===== src/rtl/shift_right_seq.sv =====
// Sequential 16-bit right shifter: one bit per clock, logical or arithmetic fill.
// The result appears in dout on entry to DONE and is held until the next completion.
module shift_right_seq (
  input  logic        clk,
  input  logic        rst_n,
  input  logic        start,
  input  logic        arith,
  input  logic [3:0]  shamt,
  input  logic [15:0] din,
  output logic        busy,
  output logic        done,
  output logic [15:0] dout
);

  localparam logic [1:0] IDLE  = 2'd0;
  localparam logic [1:0] SHIFT = 2'd1;
  localparam logic [1:0] DONE  = 2'd2;

  logic [1:0]          state;
  logic signed [15:0]  work;
  logic [3:0]          count;
  logic                mode;

  // Single-bit right shift; mode selects sign fill over zero fill.
  function automatic logic signed [15:0] shr1(input logic signed [15:0] v, input logic m);
    shr1 = {(m ? v[15] : 1'b0), v[15:1]};
  endfunction

  always_ff @(posedge clk or negedge rst_n) begin
    if (!rst_n) begin
      state <= IDLE;
      work  <= '0;
      count <= '0;
      mode  <= 1'b0;
      dout  <= '0;
    end else begin
      case (state)
        IDLE: begin
          if (start) begin
            work  <= din;
            count <= shamt;
            mode  <= arith;
            if (shamt == 4'd0) begin
              dout  <= din;
              state <= DONE;
            end else begin
              state <= SHIFT;
            end
          end
        end
        SHIFT: begin
          work  <= shr1(work, mode);
          count <= count - 4'd1;
          // Last shift: publish the shifted value directly so dout never sees intermediates.
          if (count == 4'd1) begin
            dout  <= shr1(work, mode);
            state <= DONE;
          end
        end
        DONE:    state <= IDLE;
        default: state <= IDLE;
      endcase
    end
  end

  assign busy = (state != IDLE);
  assign done = (state == DONE);

endmodule


===== config.mk =====
export PLATFORM = sky130hd
export DESIGN_NAME = shift_right_seq
export DESIGN_NICKNAME = d
export VERILOG_FILES = /design/src/rtl/shift_right_seq.sv
export SDC_FILE = /design/constraint.sdc
export NUM_CORES = 1
export LEC_CHECK = 0
export BUFFER_PORTS_ARGS = -buffer_cell sky130_fd_sc_hd__buf_4
export CAP_MARGIN = 20
export CORE_ASPECT_RATIO = 0.75
export CORE_UTILIZATION = 53
export CTS_CLUSTER_DIAMETER = 80
export DETAILED_ROUTE_END_ITERATION = 8
export PLACE_DENSITY = 0.79
export SYNTH_ARGS = -nofsm -noshare
export SYNTH_HDL_FRONTEND = slang
export SYNTH_SLANG_ARGS = --single-unit

===== constraint.sdc =====
create_clock -name clk -period 2.3 [get_ports clk]
set_clock_uncertainty 0.2 [all_clocks]
set_input_delay 0.46 -clock clk [delete_from_list [all_inputs] [get_ports clk]]
set_output_delay 0.46 -clock clk [all_outputs]
set_load 0.05 [all_outputs]

# Yosys cells after proc, flatten, opt, wreduce, memory -nomap -nowiden
# Index checks and enable logic that the tools add are counted.
dict set report classes {
  eq_ne 6
  n_reduce_logical 8
  n_addsub 1
  muxes 13
}
# op count
set ops {}
lappend ops {{16-bit 2-to-1 mux} 4}
lappend ops {{16-bit one-hot mux with 2 select lines} 2}
lappend ops {{4-bit one-hot mux with 2 select lines} 1}
lappend ops {{2-bit 2-to-1 mux} 3}
lappend ops {{2-bit inequality test, second input constant} 3}
lappend ops {{2-bit AND reduction} 3}
lappend ops {{4-bit by 1-bit == test with 1-bit output, second input constant} 1}
lappend ops {{4-bit logical NOT} 1}
lappend ops {{4-bit 2-to-1 mux} 1}
lappend ops {{2-bit one-hot mux with 2 select lines} 1}
lappend ops {{4-bit AND reduction} 1}
lappend ops {{2-bit nonzero test} 2}
lappend ops {{4-bit by 1-bit subtractor with 4-bit output, second input constant} 1}
lappend ops {{2-bit by 1-bit == test with 1-bit output, second input constant} 1}
lappend ops {{2-bit == test, second input constant} 1}
lappend ops {{2-bit logical NOT} 1}
lappend ops {{1-bit 2-to-1 mux} 1}
dict set report totals {
  wordCells 33
  output_inout_bits 18
  inputBits 24
  ff_bits 39
}

# Longest topological paths before layout
# Gate-level depths: netlist (run 1).
dict set report logic_depth {
  word_depth 4
  ltp_mapped 7
  depth_no_buf 5
}

# Worst setup path before layout (run 1)
# No wires, ideal clock.
dict set report synth_timing {
  kind {input to register}
  from {in shamt[2]}
  to {reg dout[1]}
  setup_time_ns 0.125
  required_ns 1.975
  path_buffers 2
  cell_stages 5
  setup_slack_ns 0.426
  t_arrival_ns 1.549
  path_cell_list {nor4_1 > a32o_1 > buf_6 > buf_12 > mux2_4}
}
dict set report synth_between {
  elab_chain_cells 3
}
# element line_no
set synth_lines {}
lappend synth_lines {{start, declared} 8} ;# input logic [3:0] shamt,
lappend synth_lines {{4-bit logical NOT} 43} ;# if (shamt == 4'd0) begin
lappend synth_lines {{2-bit inequality test (no line)} --}
lappend synth_lines {{4-bit AND reduction (no line)} --}
lappend synth_lines {{end signal, assigned} 44} ;# dout <= din;
lappend synth_lines {{end signal, assigned} 56} ;# dout <= shr1(work, mode);
lappend synth_lines {{end, declared} 12} ;# output logic [15:0] dout
# No other way between the ends.
# A chain may end at the register's enable or synchronous reset.

# Final worst setup path (run 1)
dict set report layout_timing {
  from {reg state[0]}
  to {reg work[1]}
}
dict set report layout_between {
  elab_chain_cells 3
  word_cells_on_any_way 6
  classes_between {2 x eq/ne; 1 x mux; 3 x reduce/logical}
}
# element line_no
set layout_lines {}
lappend layout_lines {{start, declared} 19} ;# logic [1:0] state;
lappend layout_lines {{start signal, assigned} 31} ;# state <= IDLE;
lappend layout_lines {{start signal, assigned} 45} ;# state <= DONE;
lappend layout_lines {{start signal, assigned} 47} ;# state <= SHIFT;
lappend layout_lines {{2-bit by 1-bit == test with 1-bit output or 2-bit logical NOT (tied branches)} 37} ;# case (state)
lappend layout_lines {{2-bit nonzero test (no line) or 2-bit inequality test (tied branches)} --}
lappend layout_lines {{2-bit AND reduction (no line)} --}
lappend layout_lines {{end signal, assigned} 40} ;# work <= din;
lappend layout_lines {{end signal, assigned} 52} ;# work <= shr1(work, mode);
lappend layout_lines {{end, declared} 20} ;# logic signed [15:0] work;
# Several ways; a longest one is shown, not always the timed one.

==> reports/results.tsv, run 1 <==
metric	value	unit
Slew Limit Headroom	0.692	
crit-path most repeated cell	mux2_2	
number of enable flip-flop cells after synthesis	0	
number of distinct library cells after synthesis	31	
Final period util	0.899	
CTS max path bufs	2	
worst hold margin	0.214	ns
r2r setup slk	0.23	ns
worst ir drop on vdd	0.869	mV
worst reg2reg path depth	4	
routability cong.	0.884	
I/O pin count	42	
Post-Synthesis Cells	129	
crit path capture type	register	
Initial Util	0.587	
CP max stage delay	0.50	ns
status	finished clean	
Power Density	1570	mW/mm²
DRC viols	0	
leakage power	1.06	nW
CTS buffer count	5	
clock slew at reported path FFs	0.07	ns
global-route wire length before repair	5.55	mm
CP Class	reg -> reg	
reg2reg start	state[0]	
vias in the first global route	1179	
H-tree levels	2	
Hold Crit Class	in -> reg	
Yosys Warn Count	0	
Seq/Total Area, Yosys	0.525	
post-CTS setup buffers	0	
fill count	206	
1st-pass router iterations	4	
CORE AREA	0.00308	mm²
max_cap viols	0	
Via-to-Cell Ratio	5.38	
max-slew violations	0	
Req. time, crit path	2.26	ns
all-layer global routing usage	0.206	
area of the multi-input gates	769	µm²
async set-reset flop share out of synthesis	1.00	
Arr. time, crit path	2.03	ns
Seq cells post-synth	38	
DR iter-0 viols	76	
Worst Max-Slew Pin Slew	0.462	ns
Clk Latency, worst-skew pair	0.28	ns
syn avg cell area	14.0	µm²
final setup vio count	0	
worst hold start	arith	
via count	1140	
Max Fclk	484	MHz
setup TNS	0	ns
RSZ-0062 raised after global routing	false	
Critical Path Fanout Max	12	
crit path cell chain	nor2b_4, buf_12, mux2_2, mux2_2	
Root Buffer	clkbuf_8	
slowest CP cell	dfrtp_1	
Die W	69.5	µm
Area growth syn-to-layout	24.2	%
ant diodes	0	
Post-DRT Antenna Nets	0	
die height	52.6	µm
Syn Nets	155	
TritonCTS clock tree	yes	
Startpoint Class	register	
clock sinks	38	
initial antenna violation count	0	
layout cells sized above 1	0.546	
Post-synth top flop	dfrtp_1	
Final Hold Viols	0	
Tmin final	2.07	ns
routed wire length	3.35	mm
Rows	17	
largest net degree at the start of global routing	39	
DPL Wire Length	2.46	mm
capture point of the worst reg-to-reg path	work[1]	
fin nets	200	
Die Area	0.00366	mm²
Reg area	951	µm²
DR WL/cell	15.8	µm
total gr overflow	0	
count of input and output buffers	41	
hold-critical path depth	2	
WHS Endpoint	mode	
Synth Cell Area	0.00181	mm²
[critical path: cells and delay by family, from the launching register on]
family,cells,cell delay (ns)
buf+inv,1,0.18
flops,1,0.50
mux,2,0.61
simple gates,1,0.46
[cells by family after synthesis]
kind of cell | Yosys count | synth area share
AND/OR/NAND/NOR | 17 | 0.0601
adder cells (fa/ha/maj) | 2 | 0.0138
multiplexers | 47 | 0.303
flip-flops | 38 | 0.525
XOR/XNOR | 1 | 0.00484
buffers and inverters | 13 | 0.0518
AO/OA/AOI/OAI | 11 | 0.0408
[through the flow]
| stage | util | cells | area (µm²) | power (mW) | setup slack, ns |
|---|---|---|---|---|---|
| after global placement | 0.701 | 204 | 2160 | 3.03 | 0.257 |
| after global routing | 0.729 | 212 | 2250 | 3.72 | 0.170 |
| after detailed placement | 0.701 | 204 | 2160 | 3.13 | 0.217 |
| after CTS | 0.729 | 212 | 2250 | 3.55 | 0.246 |
| final | 0.729 | 212 | 2250 | 3.52 | 0.233 |
| after floorplan | - | 129 | 1810 | 2.60 | 0.426 |
[per-layer routing]
| layer | track usage | vias up | wire length, µm |
|---|---|---|---|
| li1 | - | 546 | - |
| met1 | 0.264 | 558 | 1530 |
| met2 | 0.332 | 30 | 1610 |
| met3 | 0.0500 | 6 | 149 |
| met4 | 0.102 | 0 | 57 |
| met5 | 0 | - | 0 |
[worst max path at each step]
stage | start | endpoint | slack (ns)
3_3_place_gp | shamt[2] | dout[12] | 0.26
2_1_floorplan | shamt[2] | dout[1] | 0.43
4_1_cts | state[0] | work[1] | 0.25
5_1_grt | state[0] | dout[10] | 0.17
6_report | state[0] | work[1] | 0.23
3_5_place_dp | shamt[2] | dout[12] | 0.22
[Yosys cell counts, drive strengths merged, types with 2 or more instances]
cell | n | share of area
inv | 5 | 0.010
mux2 | 42 | 0.28
dfrtp | 38 | 0.53
buf | 7 | 0.039
ha | 2 | 0.014
a21oi | 3 | 0.0083
o22a | 2 | 0.0097
nand3b | 2 | 0.0083
o21ai | 2 | 0.0055
mux2i | 5 | 0.028
nor2 | 2 | 0.0041
nand2 | 4 | 0.0083
[layout by cell type, fill, tap and decap left out, drive strengths merged]
cell	netlist	layout
a21oi	3	3
a32o	1	1
and2b	1	1
and4b	1	1
buf	7	45
clkbuf	1	7
dfrtp	38	38
dlygate4sd3	0	1
ha	2	2
inv	5	5
mux2	42	42
mux2i	5	5
nand2	4	4
nand2b	1	1
nand3	1	1
nand3b	2	2
nor2	2	2
nor2b	1	1
nor3b	1	1
nor4	1	1
o211ai	1	1
o21ai	2	2
o21bai	1	1
o22a	2	2
o22ai	1	1
or3	1	1
or3b	1	1
xor2	1	1
[area by class of cell]
class / count / share of cell area
clock buffer: 7 / 0.0339
multi-input combinational: 78 / 0.342
tap: 38 / 0.0211
inverter: 5 / 0.00835
sequential: 38 / 0.423
timing repair buffer: 46 / 0.171
[registers in the layout (all words and copies together), names as in the netlist]
signal / cells
count: 4
work: 15
mode: 1
state: 2
dout: 16
[power by group]
part	leakage, nW	internal [mW]	switching [mW]
clock network	0.0383	0.208	0.207
logic	0.564	0.884	1.02
registers	0.459	0.997	0.203
total	1.06	2.09	1.43
[what timing repair did]
| item | CTS | global route |
|---|---|---|
| gates resized for setup | 0 | 0 |
| hold buffers | 1 | 0 |
| endpoints found under the setup margin | 0 | 0 |
| hold endpoints to repair | 38 | 0 |
(Power assumes the default switching activity.)
==> run 2: changes to the inputs <==
Settings changed: CELL_PAD_IN_SITES_DETAIL_PLACEMENT set to 0, CELL_PAD_IN_SITES_GLOBAL_PLACEMENT set to 1, CORE_UTILIZATION 53 to 43, PLACE_DENSITY 0.79 to unset, PLACE_DENSITY_LB_ADDON set to 0.1.
==> run 2 against run 1 <==
Effect of this change: sequential share of layout area fell by 0.42 points; utilization fell by 17 points; worst setup slack improved by 0.056 ns; non-clock buffer count rose by 1; global-route usage fell by 4.2 points; sequential cell count did not move.
==> reports/results.tsv, run 2 (synthesis results as in run 1) <==
metric	value	unit	change
status	finished clean		
worst reg2reg path depth	6		+2
Post-DRT Antenna Nets	0		unchanged
Via-to-Cell Ratio	4.83		-10%
routed wire length	3.24	mm	-3.2%
DR WL/cell	14.0	µm	-11%
DR iter-0 viols	32		-58%
Initial Util	0.447		-0.140
Die W	76.9	µm	+11%
Final Hold Viols	0		unchanged
global-route wire length before repair	5.58	mm	+0.50%
largest net degree at the start of global routing	39		unchanged
commonest non-fill, non-tap cells in the layout	buf_4, dfrtp_1, mux2_2, mux2_4, clkbuf_8		
TritonCTS clock tree	yes		
clock slew at reported path FFs	0.08	ns	about the same
Worst Max-Slew Pin Slew	0.483	ns	+0.0215 ns
CP Class	reg -> reg		
DPL Wire Length	2.36	mm	-4.0%
CTS buffer count	5		unchanged
most common cell after layout, fill and taps aside	buf_4		
Critical Path Fanout Max	9		-3
post-CTS sizing	0		unchanged
Biggest register	dout		
Slew Limit Headroom	0.678		-0.0143
Largest regs	dout x16, work x15, count x4		
Die Area	0.00448	mm²	+22%
DRC viols	0		unchanged
RSZ-0062 raised after global routing	false		
fin nets	201		+0.50%
Root Buffer	clkbuf_8		
max reg flops	16		unchanged
Area growth syn-to-layout	25.4	%	
post-CTS setup buffers	0		unchanged
vias in the first global route	1211		+2.7%
count of input and output buffers	41		unchanged
Clk Latency, worst-skew pair	0.28	ns	about the same
CTS max path bufs	2		unchanged
1st-pass router iterations	4		unchanged
layout cells sized above 1	0.563		+0.0165
ant diodes	0		unchanged
initial antenna violation count	0		unchanged
die height	58.2	µm	+11%
crit path capture type	register		
final setup vio count	0		unchanged
routability cong.	0.768		-13%
hold-critical path depth	2		unchanged
r2r setup slk	0.29	ns	+0.06 ns
max-slew violations	0		unchanged
all-layer global routing usage	0.164		-0.0422
Final period util	0.875		-0.0243
Hold Crit Class	in -> reg		
clock sinks	38		unchanged
Design Power	3.52	mW	-0.13%
Rows	20		+3
Max Fclk	497	MHz	+2.8%
via count	1116		-2.1%
Power Density	1550	mW/mm²	-1.1%
total gr overflow	0		unchanged
Req. time, crit path	2.27	ns	about the same
max_cap viols	0		unchanged
H-tree levels	2		unchanged
setup TNS	0	ns	unchanged
CORE AREA	0.00405	mm²	+31%
Startpoint Class	register		
Arr. time, crit path	1.98	ns	-0.05 ns
worst ir drop on vdd	0.728	mV	-16%
I/O pin count	42		unchanged
leakage power	1.07	nW	+0.82%
Tmin final	2.01	ns	-0.0560 ns
==> run 2: final timing paths <==
check	from	to
max reg2reg	count[1]	dout[10]
min reg2reg	mode	mode
max	count[1]	dout[10]
max in group asynchronous	rst_n	work[9]
min	arith	mode
min in group asynchronous	rst_n	count[2]
==> run 2: timing repair <==
item | CTS | global route
setup endpoints to repair | 0 | 0
hold buffers | 1 | 0
endpoints found under the hold margin | 38 | 0
==> run 2: critical path, cell delays in order, from the launching register on <==
cell and delay, ns:
dfrtp_1 0.40, inv_1 0.08, ha_1 0.13, nor3b_1 0.32, a32o_1 0.22, buf_4 0.20
mux2_2 0.35
==> run 2: cell type report <==
cell class | count | area [µm²]
multi-input combinational | 78 | 769
clock buffer | 6 | 82.6
clock inverter | 2 | 12.5
fill | 360 | 1780
inverter | 5 | 18.8
tap | 55 | 68.8
timing repair buffer | 47 | 368
sequential | 38 | 951
==> run 2: stage by stage <==
step                      setup slack (ns)  hold WS, ns   util  area, µm²  std cells
final                                0.288        0.207  0.560       2270        231
after global placement               0.181        0.255  0.534       2170        222
after floorplan                      0.426      -0.0356      -       1810        129
after global routing                 0.205        0.200  0.560       2270        231
after detailed placement             0.169        0.257  0.534       2170        222
after CTS                            0.299        0.202  0.560       2270        231
==> run 2: layer usage <==
layer  wire, µm  up-vias  GRT usage
li1           -      548          -
met1       1560      540      0.207
met2       1510       26      0.268
met3        155        2     0.0520
met4         18        0     0.0577
met5          0        -          0
==> run 2: where the power goes <==
group / switching [mW] / internal (mW)
Combinational: 0.996 / 0.861
Clock: 0.229 / 0.241
Sequential: 0.194 / 0.996
Total: 1.42 / 2.10
==> run 3: changes to the inputs <==
Settings changed: CORE_UTILIZATION 43 to 30, MAX_ROUTING_LAYER set to met4.
==> run 3 against run 2 <==
Effect of this change: clock-buffer cell count is 1 higher; non-clock buffer count is 1 higher; total power is 2.9% higher; sequential share of layout area is 0.86 points lower; sequential cell count stayed put; register-to-register slack better by 0.06 ns; cell count is 10% higher.
==> reports/results.tsv, run 3 (synthesis results as in run 1) <==
metric	value	unit	change
clock slew at reported path FFs	0.07	ns	about the same
Design Power	3.62	mW	+2.9%
Root Buffer	clkbuf_8		
count of input and output buffers	41		unchanged
met1 Usage GRT	0.167		-0.0403
Power Density	1560	mW/mm²	+0.74%
global-route wire length before repair	6.13	mm	+10%
initial antenna violation count	0		unchanged
Req. time, crit path	2.27	ns	about the same
DPL Wire Length	2.58	mm	+9.0%
most common cell after layout, fill and taps aside	buf_4		
hold-critical path depth	2		unchanged
Biggest register	dout		
CTS buffer count	5		unchanged
Final Cell Area	0.00232	mm²	+2.1%
Via-to-Cell Ratio	4.42		-8.4%
H-tree levels	2		unchanged
DR WL/cell	14.1	µm	+0.56%
Final period util	0.850		-0.0245
met2 Use GR	0.194		-0.0740
Rows	24		+20%
DRC viols	0		unchanged
DR iter-0 viols	21		-34%
commonest non-fill, non-tap cells in the layout	buf_4, dfrtp_1, mux2_2, mux2_4		
CORE AREA	0.00583	mm²	+44%
1st-pass router iterations	4		unchanged
all-layer global routing usage	0.129		-0.0347
worst reg2reg path depth	6		unchanged
RSZ-0062 raised after global routing	false		
ant diodes	0		unchanged
Top Usage Layer GRT	met2		
max-slew violations	0		unchanged
Final Hold Viols	0		unchanged
Largest regs	dout x16, work x15, count x4		
Initial Util	0.311		-0.136
total gr overflow	0		unchanged
Clk Latency, worst-skew pair	0.28	ns	about the same
Die Area	0.00635	mm²	+42%
leakage power	1.08	nW	+0.92%
Post-DRT Antenna Nets	0		unchanged
max reg flops	16		unchanged
Die W	91.7	µm	+19%
layout cells sized above 1	0.554		-0.00883
Worst Max-Slew Pin Slew	0.493	ns	+0.00953 ns
CP Class	reg -> reg		
routability cong.	0.787		+2.5%
via count	1128		+1.1%
Startpoint Class	register		
Hold Crit Class	in -> reg		
Critical Path Fanout Max	9		unchanged
die height	69.3	µm	+19%
routed wire length	3.60	mm	+11%
status	finished clean		
worst hold margin	0.213	ns	+0.00630 ns
crit path capture type	register		
TritonCTS clock tree	yes		
final setup vio count	0		unchanged
worst setup margin	0.345	ns	+0.0564 ns
largest net degree at the start of global routing	39		unchanged
post-CTS setup buffers	0		unchanged
placed cell areas	0.00220	mm²	+1.7%
CTS max path bufs	2		unchanged
Tmin final	1.96	ns	-0.0564 ns
met3 GRT Util	0.0406		-0.0114
I/O pin count	42		unchanged
pre-CTS WS	0.165	ns	-0.00366 ns
setup TNS	0	ns	unchanged
Arr. time, crit path	1.92	ns	-0.06 ns
Area growth syn-to-layout	28.1	%	
Max Fclk	511	MHz	+2.9%
Slew Limit Headroom	0.671		-0.00636
max_cap viols	0		unchanged
worst ir drop on vdd	0.553	mV	-24%
vias in the first global route	1242		+2.6%
fin nets	202		+0.50%
clock sinks	38		unchanged
==> run 3: cell types whose count changed in the layout (fill, tap and decap cells not counted), sizes merged <==
cell	previous run	this run
clkbuf	6	7
clkinvlp	1	0
buf	46	47
clkinv	1	0
bufinv	0	1
==> run 3: cell type report <==
| type | instances | area [µm²] |
|---|---|---|
| clock buffer | 7 | 76.3 |
| clock inverter | 1 | 30.0 |
| fill | 580 | 3510 |
| inverter | 5 | 18.8 |
| multi-input combinational | 78 | 769 |
| sequential | 38 | 951 |
| tap | 78 | 97.6 |
| timing repair buffer | 48 | 375 |
==> run 3: what timing repair did <==
item,in CTS,in global routing
resized for setup,0,0
endpoints found under the hold margin,38,0
hold buffers,1,0
==> run 3: final timing paths <==
check / startpoint / to / slack [ns]
max reg2reg: count[1] / dout[0] / 0.34
min reg2reg: work[8] / work[8] / 0.28
max in group asynchronous: rst_n / dout[0] / 1.07
min: arith / mode / 0.21
min in group asynchronous: rst_n / dout[13] / 0.49
max: count[1] / dout[0] / 0.34
==> run 3: report_power, final <==
| part | switching, mW | internal, mW |
|---|---|---|
| combinational | 1.01 | 0.871 |
| sequential | 0.187 | 0.997 |
| clock | 0.223 | 0.324 |
==> run 3: critical path: stages (launching register included) <==
cell and delay, ns:
dfrtp_1 0.39, inv_1 0.08, ha_1 0.13, nor3b_1 0.25
a32o_1 0.21, buf_4 0.23, mux2_2 0.35
==> run 3: per-stage QoR <==
step,std cells,utilization
2_1_floorplan,129,-
3_3_place_gp,246,0.378
3_5_place_dp,246,0.378
4_1_cts,255,0.398
5_1_grt,255,0.398
6_report,255,0.398
==> run 3: routing by layer <==
layer,share of wire,up-vias
li1,-,548
met1,0.47,555
met2,0.47,23
met3,0.053,2
met4,0.0075,0
met5,0,-
